==> config.mk <==
export PLATFORM = sky130hd
export DESIGN_NAME = fft_seq_ctrl_flat
export DESIGN_NICKNAME = d
export VERILOG_FILES = /design/src/rtl/fft_seq_if.sv /design/src/rtl/fft_seq_ctrl.sv /design/src/flat_wrapper.sv
export SDC_FILE = /design/constraint.sdc
export NUM_CORES = 1
export LEC_CHECK = 0
export CORE_MARGIN = 1
export CORE_UTILIZATION = 45
export DETAILED_ROUTE_END_ITERATION = 16
export PLACE_DENSITY = 0.64
export SETUP_SLACK_MARGIN = 0.4
export SLEW_MARGIN = 20
export SYNTH_ARGS = -nofsm -noshare
export SYNTH_HDL_FRONTEND = slang
export SYNTH_SLANG_ARGS = --single-unit
==> constraint.sdc <==
create_clock -name clk -period 4.95 [get_ports clk]
set_clock_uncertainty 0.1 [all_clocks]
set_input_delay 0.99 -clock clk [delete_from_list [all_inputs] [get_ports clk]]
set_output_delay 0.99 -clock clk [all_outputs]
set_load 0.05 [all_outputs]
==> src/rtl/fft_seq_if.sv <==
// fft_seq_if: handshake and address-sequencing bundle between the FFT
// sequencer (master) and the read/write address generators plus the
// control logic that starts, stalls and aborts a transform (slave).
// Optional macro FFT_SEQ_STAGE_PULSE_EN adds the stage_done/stage_id pair.
interface fft_seq_if;
  // Control from the surrounding system
  logic       start;
  logic       abort;
  logic       hold;
  // Read-side issue
  logic       rd_en;
  logic [2:0] rd_stage;
  logic [3:0] rd_bfly;
  // Write-back side
  logic       wr_en;
  logic [2:0] wr_stage;
  logic [3:0] wr_bfly;
  // Status
  logic       busy;
  logic       done;
`ifdef FFT_SEQ_STAGE_PULSE_EN
  logic       stage_done;
  logic [2:0] stage_id;
`endif

  modport master (
    input  start,
    input  abort,
    input  hold,
    output rd_en,
    output rd_stage,
    output rd_bfly,
    output wr_en,
    output wr_stage,
    output wr_bfly,
    output busy,
`ifdef FFT_SEQ_STAGE_PULSE_EN
    output stage_done,
    output stage_id,
`endif
    output done
  );

  modport slave (
    output start,
    output abort,
    output hold,
    input  rd_en,
    input  rd_stage,
    input  rd_bfly,
    input  wr_en,
    input  wr_stage,
    input  wr_bfly,
    input  busy,
`ifdef FFT_SEQ_STAGE_PULSE_EN
    input  stage_done,
    input  stage_id,
`endif
    input  done
  );
endinterface

==> src/rtl/fft_seq_ctrl.sv <==
// fft_seq_ctrl: stage/butterfly sequencer for a 32-point radix-2 in-place FFT.
// Walks stage i (0..4) and butterfly j (0..15), issues (i, j) to the read
// address generator, replays every issued pair BFLY_LAT cycles later to the
// write-back side, and leaves a BFLY_LAT-cycle drain gap at each stage
// boundary so the first read of stage i+1 lands one cycle after the last
// write of stage i (synchronous-write memory, so the read sees new data).
// Every output is a register; the FSM state register is aligned with the
// cycle in which its outputs are visible (outputs decode the next state).
// Optional macro FFT_SEQ_STAGE_PULSE_EN adds stage_done/stage_id outputs.
module fft_seq_ctrl #(
  parameter int BFLY_LAT = 3,
  parameter int N_STAGES = 5,
  parameter int N_BFLY   = 16
) (
  input  logic      clk,
  input  logic      reset,
  fft_seq_if.master bus
);

  localparam logic [2:0] LAST_STAGE = 3'(N_STAGES - 1);
  localparam logic [3:0] LAST_BFLY  = 4'(N_BFLY - 1);
  localparam logic [3:0] DRAIN_LOAD = 4'(BFLY_LAT);

  typedef enum logic [1:0] {
    S_IDLE  = 2'd0,
    S_RUN   = 2'd1,
    S_DRAIN = 2'd2,
    S_DONE  = 2'd3
  } state_t;

  state_t     r_state;
  state_t     w_state_nxt;
  logic [2:0] r_stage;
  logic [2:0] w_stage_nxt;
  logic [3:0] r_bfly;          // next butterfly to issue in the current stage
  logic [3:0] w_bfly_nxt;
  logic [3:0] r_drain;
  logic [3:0] w_drain_nxt;
  logic       w_try_issue;

  logic       r_rd_en;
  logic       w_rd_en_nxt;
  logic [2:0] r_rd_stage;
  logic [2:0] w_rd_stage_nxt;
  logic [3:0] r_rd_bfly;
  logic [3:0] w_rd_bfly_nxt;
  logic       r_busy;
  logic       w_busy_nxt;
  logic       r_done;
  logic       w_done_nxt;

  // The final butterfly of the stage is visible on the read port this cycle.
  logic       w_last_issued;
  assign w_last_issued = r_rd_en && (r_rd_bfly == LAST_BFLY);

  // Next-state, counter and registered-output decode; abort overrides all.
  always_comb begin
    w_state_nxt    = r_state;
    w_stage_nxt    = r_stage;
    w_bfly_nxt     = r_bfly;
    w_drain_nxt    = r_drain;
    w_try_issue    = 1'b0;
    w_rd_en_nxt    = 1'b0;
    w_rd_stage_nxt = r_rd_stage;
    w_rd_bfly_nxt  = r_rd_bfly;

    if (bus.abort) begin
      w_state_nxt = S_IDLE;
      w_stage_nxt = '0;
      w_bfly_nxt  = '0;
      w_drain_nxt = '0;
    end else begin
      case (r_state)
        S_IDLE: begin
          if (bus.start) begin
            w_state_nxt = S_RUN;
            w_stage_nxt = '0;
            w_bfly_nxt  = '0;
            w_try_issue = 1'b1;
          end
        end
        S_RUN: begin
          if (w_last_issued) begin
            w_state_nxt = S_DRAIN;
            w_drain_nxt = DRAIN_LOAD;
          end else begin
            w_try_issue = 1'b1;
          end
        end
        S_DRAIN: begin
          // Drain counts down unconditionally; hold only gates issue.
          w_drain_nxt = r_drain - 4'd1;
          if (r_drain <= 4'd1) begin
            w_drain_nxt = '0;
            if (r_stage == LAST_STAGE) begin
              w_state_nxt = S_DONE;
            end else begin
              w_state_nxt = S_RUN;
              w_stage_nxt = r_stage + 3'd1;
              w_bfly_nxt  = '0;
              w_try_issue = 1'b1;
            end
          end
        end
        S_DONE: begin
          w_state_nxt = S_IDLE;
          w_stage_nxt = '0;
          w_bfly_nxt  = '0;
        end
        default: begin
          w_state_nxt = S_IDLE;
        end
      endcase
    end

    // Issue slot for the coming cycle; hold freezes the butterfly counter.
    if (w_try_issue && !bus.hold) begin
      w_rd_en_nxt    = 1'b1;
      w_rd_stage_nxt = w_stage_nxt;
      w_rd_bfly_nxt  = w_bfly_nxt;
      w_bfly_nxt     = (w_bfly_nxt == LAST_BFLY) ? 4'd0 : (w_bfly_nxt + 4'd1);
    end

    w_busy_nxt = (w_state_nxt == S_RUN) || (w_state_nxt == S_DRAIN);
    w_done_nxt = (w_state_nxt == S_DONE);
  end

  // FSM state, counters and read-side/status output registers.
  always_ff @(posedge clk or posedge reset) begin
    if (reset) begin
      r_state    <= S_IDLE;
      r_stage    <= '0;
      r_bfly     <= '0;
      r_drain    <= '0;
      r_rd_en    <= 1'b0;
      r_rd_stage <= '0;
      r_rd_bfly  <= '0;
      r_busy     <= 1'b0;
      r_done     <= 1'b0;
    end else begin
      r_state    <= w_state_nxt;
      r_stage    <= w_stage_nxt;
      r_bfly     <= w_bfly_nxt;
      r_drain    <= w_drain_nxt;
      r_rd_en    <= w_rd_en_nxt;
      r_rd_stage <= w_rd_stage_nxt;
      r_rd_bfly  <= w_rd_bfly_nxt;
      r_busy     <= w_busy_nxt;
      r_done     <= w_done_nxt;
    end
  end

  // Write-side delay line: element k holds the read issue from k+1 cycles
  // ago, so the last element is the write port. Data fields only capture on
  // a valid entry, which keeps wr_stage/wr_bfly at the last written pair.
  logic       r_dl_vld  [BFLY_LAT];
  logic [2:0] r_dl_stg  [BFLY_LAT];
  logic [3:0] r_dl_bfly [BFLY_LAT];

  // Shift the delay line every cycle regardless of hold; abort kills it.
  always_ff @(posedge clk or posedge reset) begin
    if (reset) begin
      for (int k = 0; k < BFLY_LAT; k++) begin
        r_dl_vld[k]  <= 1'b0;
        r_dl_stg[k]  <= '0;
        r_dl_bfly[k] <= '0;
      end
    end else begin
      r_dl_vld[0] <= r_rd_en && !bus.abort;
      if (r_rd_en && !bus.abort) begin
        r_dl_stg[0]  <= r_rd_stage;
        r_dl_bfly[0] <= r_rd_bfly;
      end
      for (int k = 1; k < BFLY_LAT; k++) begin
        r_dl_vld[k] <= r_dl_vld[k-1] && !bus.abort;
        if (r_dl_vld[k-1] && !bus.abort) begin
          r_dl_stg[k]  <= r_dl_stg[k-1];
          r_dl_bfly[k] <= r_dl_bfly[k-1];
        end
      end
    end
  end

  assign bus.rd_en    = r_rd_en;
  assign bus.rd_stage = r_rd_stage;
  assign bus.rd_bfly  = r_rd_bfly;
  assign bus.wr_en    = r_dl_vld[BFLY_LAT-1];
  assign bus.wr_stage = r_dl_stg[BFLY_LAT-1];
  assign bus.wr_bfly  = r_dl_bfly[BFLY_LAT-1];
  assign bus.busy     = r_busy;
  assign bus.done     = r_done;

`ifdef FFT_SEQ_STAGE_PULSE_EN
  // Entry about to move into the write port on the next edge.
  logic       w_tap_vld;
  logic [2:0] w_tap_stg;
  logic [3:0] w_tap_bfly;
  logic       w_tap_last;

  if (BFLY_LAT == 1) begin : g_tap_rd
    assign w_tap_vld  = r_rd_en;
    assign w_tap_stg  = r_rd_stage;
    assign w_tap_bfly = r_rd_bfly;
  end else begin : g_tap_dl
    assign w_tap_vld  = r_dl_vld[BFLY_LAT-2];
    assign w_tap_stg  = r_dl_stg[BFLY_LAT-2];
    assign w_tap_bfly = r_dl_bfly[BFLY_LAT-2];
  end

  assign w_tap_last = w_tap_vld && (w_tap_bfly == LAST_BFLY) && !bus.abort;

  logic       r_stage_done;
  logic [2:0] r_stage_id;

  // Stage-complete pulse aligned with the last write of each stage.
  always_ff @(posedge clk or posedge reset) begin
    if (reset) begin
      r_stage_done <= 1'b0;
      r_stage_id   <= '0;
    end else begin
      r_stage_done <= w_tap_last;
      if (w_tap_last) begin
        r_stage_id <= w_tap_stg;
      end
    end
  end

  assign bus.stage_done = r_stage_done;
  assign bus.stage_id   = r_stage_id;
`endif

endmodule

==> src/flat_wrapper.sv <==
// flat-port wrapper written by rule: the top's interface ports become plain ports
module fft_seq_ctrl_flat 
#(
  parameter int BFLY_LAT = 3,
  parameter int N_STAGES = 5,
  parameter int N_BFLY   = 16
)
  (clk, reset, bus_start, bus_abort, bus_hold, bus_rd_en, bus_rd_stage, bus_rd_bfly, bus_wr_en, bus_wr_stage, bus_wr_bfly, bus_busy, bus_done);
  fft_seq_if bus_i ();
  input  logic clk;
  input  logic reset;
  input wire logic [$bits(bus_i.start)-1:0] bus_start;
  input wire logic [$bits(bus_i.abort)-1:0] bus_abort;
  input wire logic [$bits(bus_i.hold)-1:0] bus_hold;
  output wire logic [$bits(bus_i.rd_en)-1:0] bus_rd_en;
  output wire logic [$bits(bus_i.rd_stage)-1:0] bus_rd_stage;
  output wire logic [$bits(bus_i.rd_bfly)-1:0] bus_rd_bfly;
  output wire logic [$bits(bus_i.wr_en)-1:0] bus_wr_en;
  output wire logic [$bits(bus_i.wr_stage)-1:0] bus_wr_stage;
  output wire logic [$bits(bus_i.wr_bfly)-1:0] bus_wr_bfly;
  output wire logic [$bits(bus_i.busy)-1:0] bus_busy;
  output wire logic [$bits(bus_i.done)-1:0] bus_done;
  assign bus_i.start = bus_start;
  assign bus_i.abort = bus_abort;
  assign bus_i.hold = bus_hold;
  assign bus_rd_en = bus_i.rd_en;
  assign bus_rd_stage = bus_i.rd_stage;
  assign bus_rd_bfly = bus_i.rd_bfly;
  assign bus_wr_en = bus_i.wr_en;
  assign bus_wr_stage = bus_i.wr_stage;
  assign bus_wr_bfly = bus_i.wr_bfly;
  assign bus_busy = bus_i.busy;
  assign bus_done = bus_i.done;
  fft_seq_ctrl #(.BFLY_LAT(BFLY_LAT), .N_STAGES(N_STAGES), .N_BFLY(N_BFLY)) u_core (.clk(clk), .reset(reset), .bus(bus_i));
endmodule
# After elaboration in Yosys (flattened, before gate mapping)
# Index checks and enable logic that the tools add are counted.
dict set report word_totals {
  ram_bits 0
  input_bits 5
  mem_count 0
  reg_bits 47
  latchBits 0
  word_cells 72
  mem_bits_ro 0
}
dict set report classes {
  n_addsub 3
  order_cmp 1
  eq_ne 10
  shift 0
  n_div 0
  muxes 29
  mul 0
  bitwise 0
  reduce_logical 11
}
# operator n
set ops {}
lappend ops {{4-bit two-way mux} 9}
lappend ops {{3-bit two-way mux} 4}
lappend ops {{4-bit one-hot mux with 3 select lines} 1}
lappend ops {{2-bit two-way mux} 5}
lappend ops {{3-bit one-hot mux with 3 select lines} 1}
lappend ops {{2-bit == test (second input constant)} 4}
lappend ops {{4-bit == test (second input constant)} 2}
lappend ops {{2-bit one-hot mux with 4 select lines} 1}
lappend ops {{4-bit one-hot mux with 2 select lines} 1}
lappend ops {{1-bit two-way mux} 6}
lappend ops {{1-bit logical AND} 5}
lappend ops {{4-bit by 1-bit adder with 4-bit output (second input constant)} 1}
lappend ops {{2-bit by 1-bit == test with 1-bit output (second input constant)} 2}
lappend ops {{4-bit by 1-bit less-or-equal comparator with 1-bit output (second input constant)} 1}
lappend ops {{4-bit by 1-bit subtractor with 4-bit output (second input constant)} 1}
lappend ops {{3-bit by 1-bit adder with 3-bit output (second input constant)} 1}
lappend ops {{3-bit == test (second input constant)} 1}
lappend ops {{3-bit by 2-bit != test with 1-bit output (second input constant)} 1}
lappend ops {{1-bit one-hot mux with 3 select lines} 1}
lappend ops {{3-bit nonzero test} 1}
lappend ops {{1-bit logical NOT} 2}
lappend ops {{2-bit logical NOT} 1}
lappend ops {{2-bit AND reduction} 1}
lappend ops {{1-bit logical OR} 1}

# Logic depth before layout (Yosys ltp)
# Gate-level depths: netlist of the first run.
dict set report logic_depth {
  word_depth 8
  ltp_mapped 11
}

# Worst setup path after synthesis of the first run
# No wires, ideal clock.
dict set report synth_timing {
  path_kind {input-to-reg}
  startpoint {input port bus_start}
  endpoint {register u_core.r_bfly[3]}
  arrival_time_ns 2.240
  setup_slack_ns 2.510
  path_buffers 0
  path_stages 8
  cell_sequence {inv_1 > o21ai_0 > a21oi_2 > and2_2 > ha_1 > a21oi_1 > nor4b_1 > o32ai_1}
}
dict set report synth_between {
  elab_chain_cells 6
}
# element line_no
set synth_lines {}
lappend synth_lines {{from (decl)} flat_wrapper.sv:12} ;# input wire logic [$bits(bus_i.start)-1:0] bus_start;
lappend synth_lines {{4-bit two-way mux} fft_seq_ctrl.sv:75} ;# if (bus.start) begin
lappend synth_lines {{4-bit one-hot mux with 3 select lines} fft_seq_ctrl.sv:73} ;# case (r_state)
lappend synth_lines {{4-bit two-way mux} fft_seq_ctrl.sv:67} ;# if (bus.abort) begin
lappend synth_lines {{4-bit by 1-bit adder with 4-bit output / 4-bit == test (equally long branches)} fft_seq_ctrl.sv:121} ;# w_bfly_nxt = (w_bfly_nxt == LAST_BFLY) ? 4'd0 : (w_bfly_nxt + 4'd1);
lappend synth_lines {{4-bit two-way mux} fft_seq_ctrl.sv:121}
lappend synth_lines {{4-bit two-way mux (*)} fft_seq_ctrl.sv:117} ;# if (w_try_issue && !bus.hold) begin
lappend synth_lines {{via u_core.w_bfly_nxt[3]} fft_seq_ctrl.sv:36} ;# logic [3:0] w_bfly_nxt;
lappend synth_lines {{to (signal assigned)} fft_seq_ctrl.sv:143} ;# r_bfly <= w_bfly_nxt;
lappend synth_lines {{to (decl)} fft_seq_ctrl.sv:35} ;# logic [3:0] r_bfly;
# Mark *: on every way through the listed nets, which the timed path passes. The rest lies on a longest branch.
# A chain may end at the register's enable or synchronous reset.

# Final worst setup path of the first run
# Same ends and word-level chain as after synthesis.

==> flow_metrics.env, run 1 <==
export IMPL_ir_drop_uv=171
export IMPL_reg2reg_to="u_core.r_bfly[3]"
export IMPL_wl_um=3860
export IMPL_rows=24
export IMPL_cts_buffer_depth=2
export IMPL_cp_arrival_ns=2.94
export IMPL_slew_headroom=0.462
export IMPL_rsz0062_at_grt="false"
export IMPL_clk_latency_ns=0.29
export IMPL_combPwrFrac=0.064
export IMPL_power_frac_seq=0.513
export IMPL_post_cts_resized=0
export IMPL_p_leak_uw=0.00116
export IMPL_holdPathEnd="u_core.r_dl_bfly[9]"
export IMPL_drive_above_1_share=0.159
export IMPL_setup_violations=0
export IMPL_place_inst=252
export IMPL_hold_viol=0
export IMPL_dieArea_um2=4910
export IMPL_synthCells=188
export IMPL_io_pins=23
export IMPL_min_delay_start="u_core.r_dl_bfly[9]"
export IMPL_synthAdderAreaFrac=0.0360
export IMPL_ant_nets=0
export IMPL_nFillCells=367
export IMPL_timing_fmax_mhz=352
export IMPL_vias=1422
export IMPL_synth_xor_area_frac=0.00420
export IMPL_final_cells=260
export IMPL_vias_per_cell=5.47
export IMPL_utilization=0.552
export IMPL_cp_end_kind="flip-flop"
export IMPL_cts_root_buffer="clkbuf_8"
export IMPL_start_kind="primary input"
export IMPL_die_x_um=70.1
export IMPL_clk_pin_slew_ns=0.09
export IMPL_r2r_start="u_core.r_drain[0]"
export IMPL_io_buffers=22
export IMPL_drc=0
export IMPL_synth_mux_area_frac=0.0936
export IMPL_p_sw_uw=166
export IMPL_syn_mean_instance_area_um2=11.1
export IMPL_netlist_cell_type_count=38
export IMPL_post_drt_wl_per_cell_um=14.8
export IMPL_synthToLayoutAreaGrowth_pct=16.9
export IMPL_post_route_period_util=0.575
export IMPL_syn_area_um2=2080
export IMPL_synth_compound_area_share=0.0978
export IMPL_regToRegSetupSlack_ns=2.28
export IMPL_grt_use_total=0.172
export IMPL_ys_ff_latch=47
export IMPL_critPathRequiredTime_ns=5.05
export IMPL_grt_pass1_vias=1412
export IMPL_min_path_type="flip-flop to flip-flop"
export IMPL_cts_htree_levels=2
export IMPL_p_sw_frac=0.214
export IMPL_synth_simple_area_share=0.146
export IMPL_cts_buffers=5
export IMPL_core_area_um2=4410
export IMPL_grt_antenna_before_repair=0
export IMPL_grt_max_degree=48
export IMPL_nets=218
export IMPL_tightest_slew_ns=0.807
export IMPL_synth_top_family_by_area="simple AND/OR/NAND/NOR gates"
export IMPL_yosys_warnings=0
export IMPL_grt_overflow_total=0
export IMPL_first_pass_iters=4
export IMPL_post_cts_buffers=0
export IMPL_outcome="finished, final reports clean"
export IMPL_max_cap_violations=0
export IMPL_pwr_density_cell_nw_per_um2=318
export IMPL_whs_path_depth=2
export IMPL_grt_pass1_wl_um=6560
export IMPL_initial_core_util=0.472
export IMPL_rr_worst_depth=10
export IMPL_pwr_share_clk=0.424
export IMPL_fp_dieH_um=70.1
export IMPL_synth_nets=199
export IMPL_min_period_ns=2.84
export IMPL_ctsHoldBuffers=0
export IMPL_gp_congestion=0.764
export IMPL_critical_path_class="primary input to flip-flop"
export IMPL_dp_hpwl_um=2650
export IMPL_antenna_cells=0
export IMPL_maxSlewViolCount=0
export IMPL_ys_seq_area_frac=0.564
export IMPL_crit_fanout=5
export IMPL_tns_ns=0
export IMPL_internal_power_uw=608
export IMPL_drtIter0Drc=49
export IMPL_cts_sinks=47
export IMPL_cts_tree="yes"
Yosys cell counts:
cell | count | area share
nand4_1 | 3 | 0.0090
a21oi_1 | 7 | 0.017
nor2_1 | 9 | 0.016
nor4_4 | 1 | 0.010
buf_2 | 3 | 0.0072
a32o_1 | 1 | 0.0048
buf_4 | 7 | 0.025
nor3_1 | 4 | 0.0096
o211ai_1 | 1 | 0.0036
nor3b_1 | 1 | 0.0036
nand2_1 | 35 | 0.063
nor2b_1 | 2 | 0.0060
o32ai_1 | 1 | 0.0042
clkinv_1 | 2 | 0.0036
a21oi_2 | 1 | 0.0042
nand2b_1 | 1 | 0.0030
mux2_2 | 16 | 0.086
nand4b_1 | 1 | 0.0042
ha_1 | 6 | 0.036
or4_1 | 1 | 0.0036
or3_1 | 1 | 0.0030
dfrtp_1 | 47 | 0.56
and2_1 | 1 | 0.0030
inv_1 | 11 | 0.020
o311a_1 | 1 | 0.0048
a21boi_0 | 1 | 0.0036
o21ai_0 | 11 | 0.026
o31ai_1 | 1 | 0.0036
mux2_4 | 1 | 0.0072
nor4b_1 | 1 | 0.0042
a31oi_1 | 2 | 0.0060
or2_4 | 1 | 0.0042
and2_2 | 1 | 0.0036
inv_2 | 1 | 0.0018
o221a_2 | 1 | 0.0054
xnor2_1 | 1 | 0.0042
o21ai_2 | 1 | 0.0042
o31ai_4 | 1 | 0.010
routing by layer:
layer  vias up  GRT usage  routed length [µm]
li1        673          -                   -
met1       704      0.220                1740
met2        40      0.282                1910
met3         5     0.0390                 162
met4         0     0.0711                  44
met5         -          0                   0
sequential cells by signal (all words and copies together) (netlist names), 3 cells and up:
register / flops
u_core.bus.rd_bfly: 4
u_core.bus.wr_bfly: 4
u_core.r_drain: 4
u_core.r_dl_bfly: 8
u_core.bus.rd_stage: 3
u_core.r_dl_stg: 6
u_core.r_stage: 3
u_core.bus.wr_stage: 3
u_core.r_bfly: 4
worst max-delay path by stage:
stage,startpoint,slack [ns],depth (start not counted),to
after floorplan,bus_start,2.51,8,u_core.r_bfly[3]
after global placement,bus_start,1.92,9,u_core.r_bfly[3]
after detailed placement,bus_start,1.78,9,u_core.r_bfly[3]
after CTS,bus_start,2.13,9,u_core.r_bfly[3]
after global routing,bus_start,2.01,9,u_core.r_bfly[3]
final,bus_start,2.11,9,u_core.r_bfly[3]
worst max-delay path: stages:
cell and delay [ns]:
clkdlybuf4s50_1 0.48, inv_1 0.04, o21ai_0 0.36, a21oi_2 0.16
and2_2 0.25, ha_1 0.22, a21oi_1 0.13, nor4b_1 0.07
o32ai_1 0.24
placed cells by master (no fill, tap or decap), drive strengths merged:
cell           instances
dfrtp                 47
nand2                 35
clkdlybuf4s50         22
mux2                  17
o21ai                 12
inv                   11
nor2                   9
a21oi                  8
ha                     6
clkbuf                 6
nor3                   4
nand4                  3
clkinv                 3
nor2b                  2
a31oi                  2
bufinv                 2
and2                   2
o31ai                  2
nand2b                 1
or2                    1
nor4                   1
o221a                  1
a32o                   1
or3                    1
xnor2                  1
nor3b                  1
nor4b                  1
o32ai                  1
nand4b                 1
a21boi                 1
o211ai                 1
or4                    1
o311a                  1
power by group through the flow:
stage	clock, µW	combinational, µW	sequential [µW]
2_1_floorplan	0	29.3	409
3_3_place_gp	0	48.2	404
3_5_place_dp	0	49.6	404
4_1_cts	335	49.8	397
5_1_grt	351	54.4	398
6_report	328	49.3	397
logic make-up after synthesis:
family / after synthesis
XOR/XNOR: 1
adder cells (fa/ha/maj): 6
AND/OR/NAND/NOR: 63
buffers and inverters: 24
AO/OA/AOI/OAI: 30
multiplexers: 17
flip-flops: 47
metrics by stage:
stage	instance area (µm²)	setup WS [ns]	total power, µW	hold slack (ns)
finish	2440	2.11	774	0.381
global route	2440	2.01	803	0.418
CTS	2430	2.13	782	0.388
detailed placement	2300	1.78	454	0.361
global placement	2300	1.92	452	0.361
floorplan	2080	2.51	438	0.342
final cells by class:
cell class	count	area [µm²]	share of cell area
well taps	52	65.1	0.0267
repair buffers	22	220	0.0904
inverters	14	53.8	0.0221
flip-flops and latches	47	1180	0.483
clock inverters	2	60.1	0.0247
clock buffers	6	72.6	0.0298
multi-input cells	117	788	0.324
Note: power is estimated with default switching activity, not from simulation.
==> run 2: changes to the inputs <==
Clock period 4.95 ns to 2.8 ns, I/O delays scaled along.
==> run 2 against run 1 <==
- first-iteration DRC count is 94% higher
- design area grew 2.1%
- final cell count rose by 3.1%
- routed wire length grew 0.23%
- clock power increased by 22%
- critical path type is now flip-flop to flip-flop
==> flow_metrics.env, run 2 (synthesis results as in run 1) <==
export IMPL_drc=0
export IMPL_clk_pin_slew_ns=0.08
export IMPL_cts_buffers=5
export IMPL_final_cell_mix="dfrtp_1, nand2_1, clkdlybuf4s50_1, mux2_2"
export IMPL_io_buffers=22
export IMPL_post_place_ws_ns=0.125
export IMPL_holdWs_ns=0.383
export IMPL_critPathRequiredTime_ns=2.85
export IMPL_cts_tree="yes"
export IMPL_cp_end_kind="flip-flop"
export IMPL_clk_latency_ns=0.29
export IMPL_first_pass_iters=4
export IMPL_cp_arrival_ns=2.36
export IMPL_slew_headroom=0.665
export IMPL_min_period_ns=2.30
export IMPL_min_path_type="flip-flop to flip-flop"
export IMPL_r2r_start="u_core.r_drain[0]"
export IMPL_cp_slowest_stage_delay_ns=0.42
export IMPL_vias=1451
export IMPL_ir_drop_uv=303
export IMPL_cts_root_buffer="clkbuf_8"
export IMPL_drtIter0Drc=95
export IMPL_cts_sinks=47
export IMPL_hold_viol=0
export IMPL_ant_nets=0
export IMPL_slowest_stage="dfrtp_1"
export IMPL_reg2reg_to="u_core.r_bfly[3]"
export IMPL_drive_above_1_share=0.218
export IMPL_crit_fanout=5
export IMPL_timing_fmax_mhz=434
export IMPL_tns_ns=0
export IMPL_max_cap_violations=0
export IMPL_power_uw=1200
export IMPL_synthToLayoutAreaGrowth_pct=19.3
export IMPL_dieArea_um2=4910
export IMPL_maxSlewViolCount=0
export IMPL_setup_violations=0
export IMPL_holdPathEnd="u_core.r_dl_stg[8]"
export IMPL_final_common_cell="dfrtp_1"
export IMPL_grt_pass1_wl_um=7020
export IMPL_io_pins=23
export IMPL_nets=227
export IMPL_multi_input_area_um2=817
export IMPL_rsz0062_at_grt="false"
export IMPL_antenna_cells=0
export IMPL_pwr_density_cell_nw_per_um2=482
export IMPL_outcome="finished, final reports clean"
export IMPL_grt_max_degree=19
export IMPL_worstPathBufferInverterCount=1
export IMPL_rr_worst_depth=10
export IMPL_core_area_um2=4410
export IMPL_p_leak_uw=0.00119
export IMPL_post_dp_cell_area_um2=2350
export IMPL_area_sequential_um2=1180
export IMPL_grt_antenna_before_repair=0
export IMPL_top_register="u_core.r_dl_bfly"
export IMPL_wl_um=3870
export IMPL_post_drt_wl_per_cell_um=14.4
export IMPL_regToRegSetupSlack_ns=0.50
export IMPL_fp_dieH_um=70.1
export IMPL_whs_path_depth=2
export IMPL_initial_core_util=0.472
export IMPL_cts_buffer_depth=2
export IMPL_post_route_period_util=0.823
export IMPL_min_delay_start="u_core.r_dl_stg[8]"
export IMPL_top_regs="u_core.r_dl_bfly x8, u_core.r_dl_stg x6"
export IMPL_cts_htree_levels=2
export IMPL_tightest_slew_ns=0.501
export IMPL_grt_pass1_vias=1552
export IMPL_nFillCells=373
export IMPL_largest_reg_flops=8
export IMPL_crit_chain="inv_1, ha_1, nor2_2, o31ai_4, a21oi_4, and2_4, ha_2, a21oi_2, nor4b_1, o32ai_1"
export IMPL_grt_overflow_total=0
export IMPL_grt_use_total=0.179
export IMPL_die_x_um=70.1
export IMPL_finalInstanceArea_um2=2490
export IMPL_rows=24
export IMPL_dp_hpwl_um=2930
export IMPL_critPathTopFamily="simple AND/OR/NAND/NOR gates"
export IMPL_critical_path_class="flip-flop to flip-flop"
export IMPL_vias_per_cell=5.41
export IMPL_worst_slack_ns=0.495
export IMPL_start_kind="flip-flop"
export IMPL_gp_congestion=0.806
## run 2: metal layers
metal | global-route usage | part of all wire | vias up
li1 | - | - | 689
met1 | 0.235 | 0.46 | 712
met2 | 0.307 | 0.49 | 43
met3 | 0.0404 | 0.041 | 7
met4 | 0.0311 | 0.0093 | 0
met5 | 0 | 0 | -
## run 2: cell type report
| class | count | area share |
|---|---|---|
| multi-input combinational | 117 | 0.329 |
| tap | 52 | 0.0262 |
| inverter | 14 | 0.0211 |
| clock buffer | 6 | 0.0332 |
| sequential | 47 | 0.473 |
| timing repair buffer | 31 | 0.116 |
| clock inverter | 1 | 0.00201 |
## run 2: metrics by stage
stage | util | cells
2_1_floorplan | - | 188
3_3_place_gp | 0.533 | 259
3_5_place_dp | 0.533 | 259
4_1_cts | 0.556 | 267
5_1_grt | 0.563 | 268
6_report | 0.563 | 268
## run 2: what timing repair did
action                                  4_1_cts  5_1_grt
setup buffers                                 1        1
gates resized for setup                       1        8
endpoints found under the setup margin        1        2
hold buffers                                  0        0
pin swaps                                     2        3
## run 2: how the worst max path moves through the flow
stage                      startpoint                to  slack, ns  depth (start not counted)
global placement            bus_start  u_core.r_bfly[3]       0.20                          9
global route        u_core.r_drain[0]  u_core.r_bfly[3]       0.39                         10
detailed placement          bus_start  u_core.r_bfly[3]       0.13                          9
floorplan           u_core.r_drain[0]  u_core.r_bfly[3]       0.53                         10
CTS                 u_core.r_stage[0]  u_core.r_bfly[3]       0.41                         10
finish              u_core.r_drain[0]  u_core.r_bfly[3]       0.50                         10
## run 2: power breakdown
group | leakage (µW) | switching, µW | internal [µW]
Clock | 0.0000470 | 205 | 194
Combinational | 0.000495 | 62.9 | 35.3
Sequential | 0.000649 | 10.7 | 691
Total | 0.00119 | 279 | 920
## run 2: worst reg2reg max path: stages (launching register included)
cell and delay (ns):
dfrtp_1 0.42, inv_1 0.08, ha_1 0.24, nor2_2 0.20
o31ai_4 0.11, a21oi_4 0.19, and2_4 0.19, ha_2 0.20
a21oi_2 0.04, nor4b_1 0.25, o32ai_1 0.14
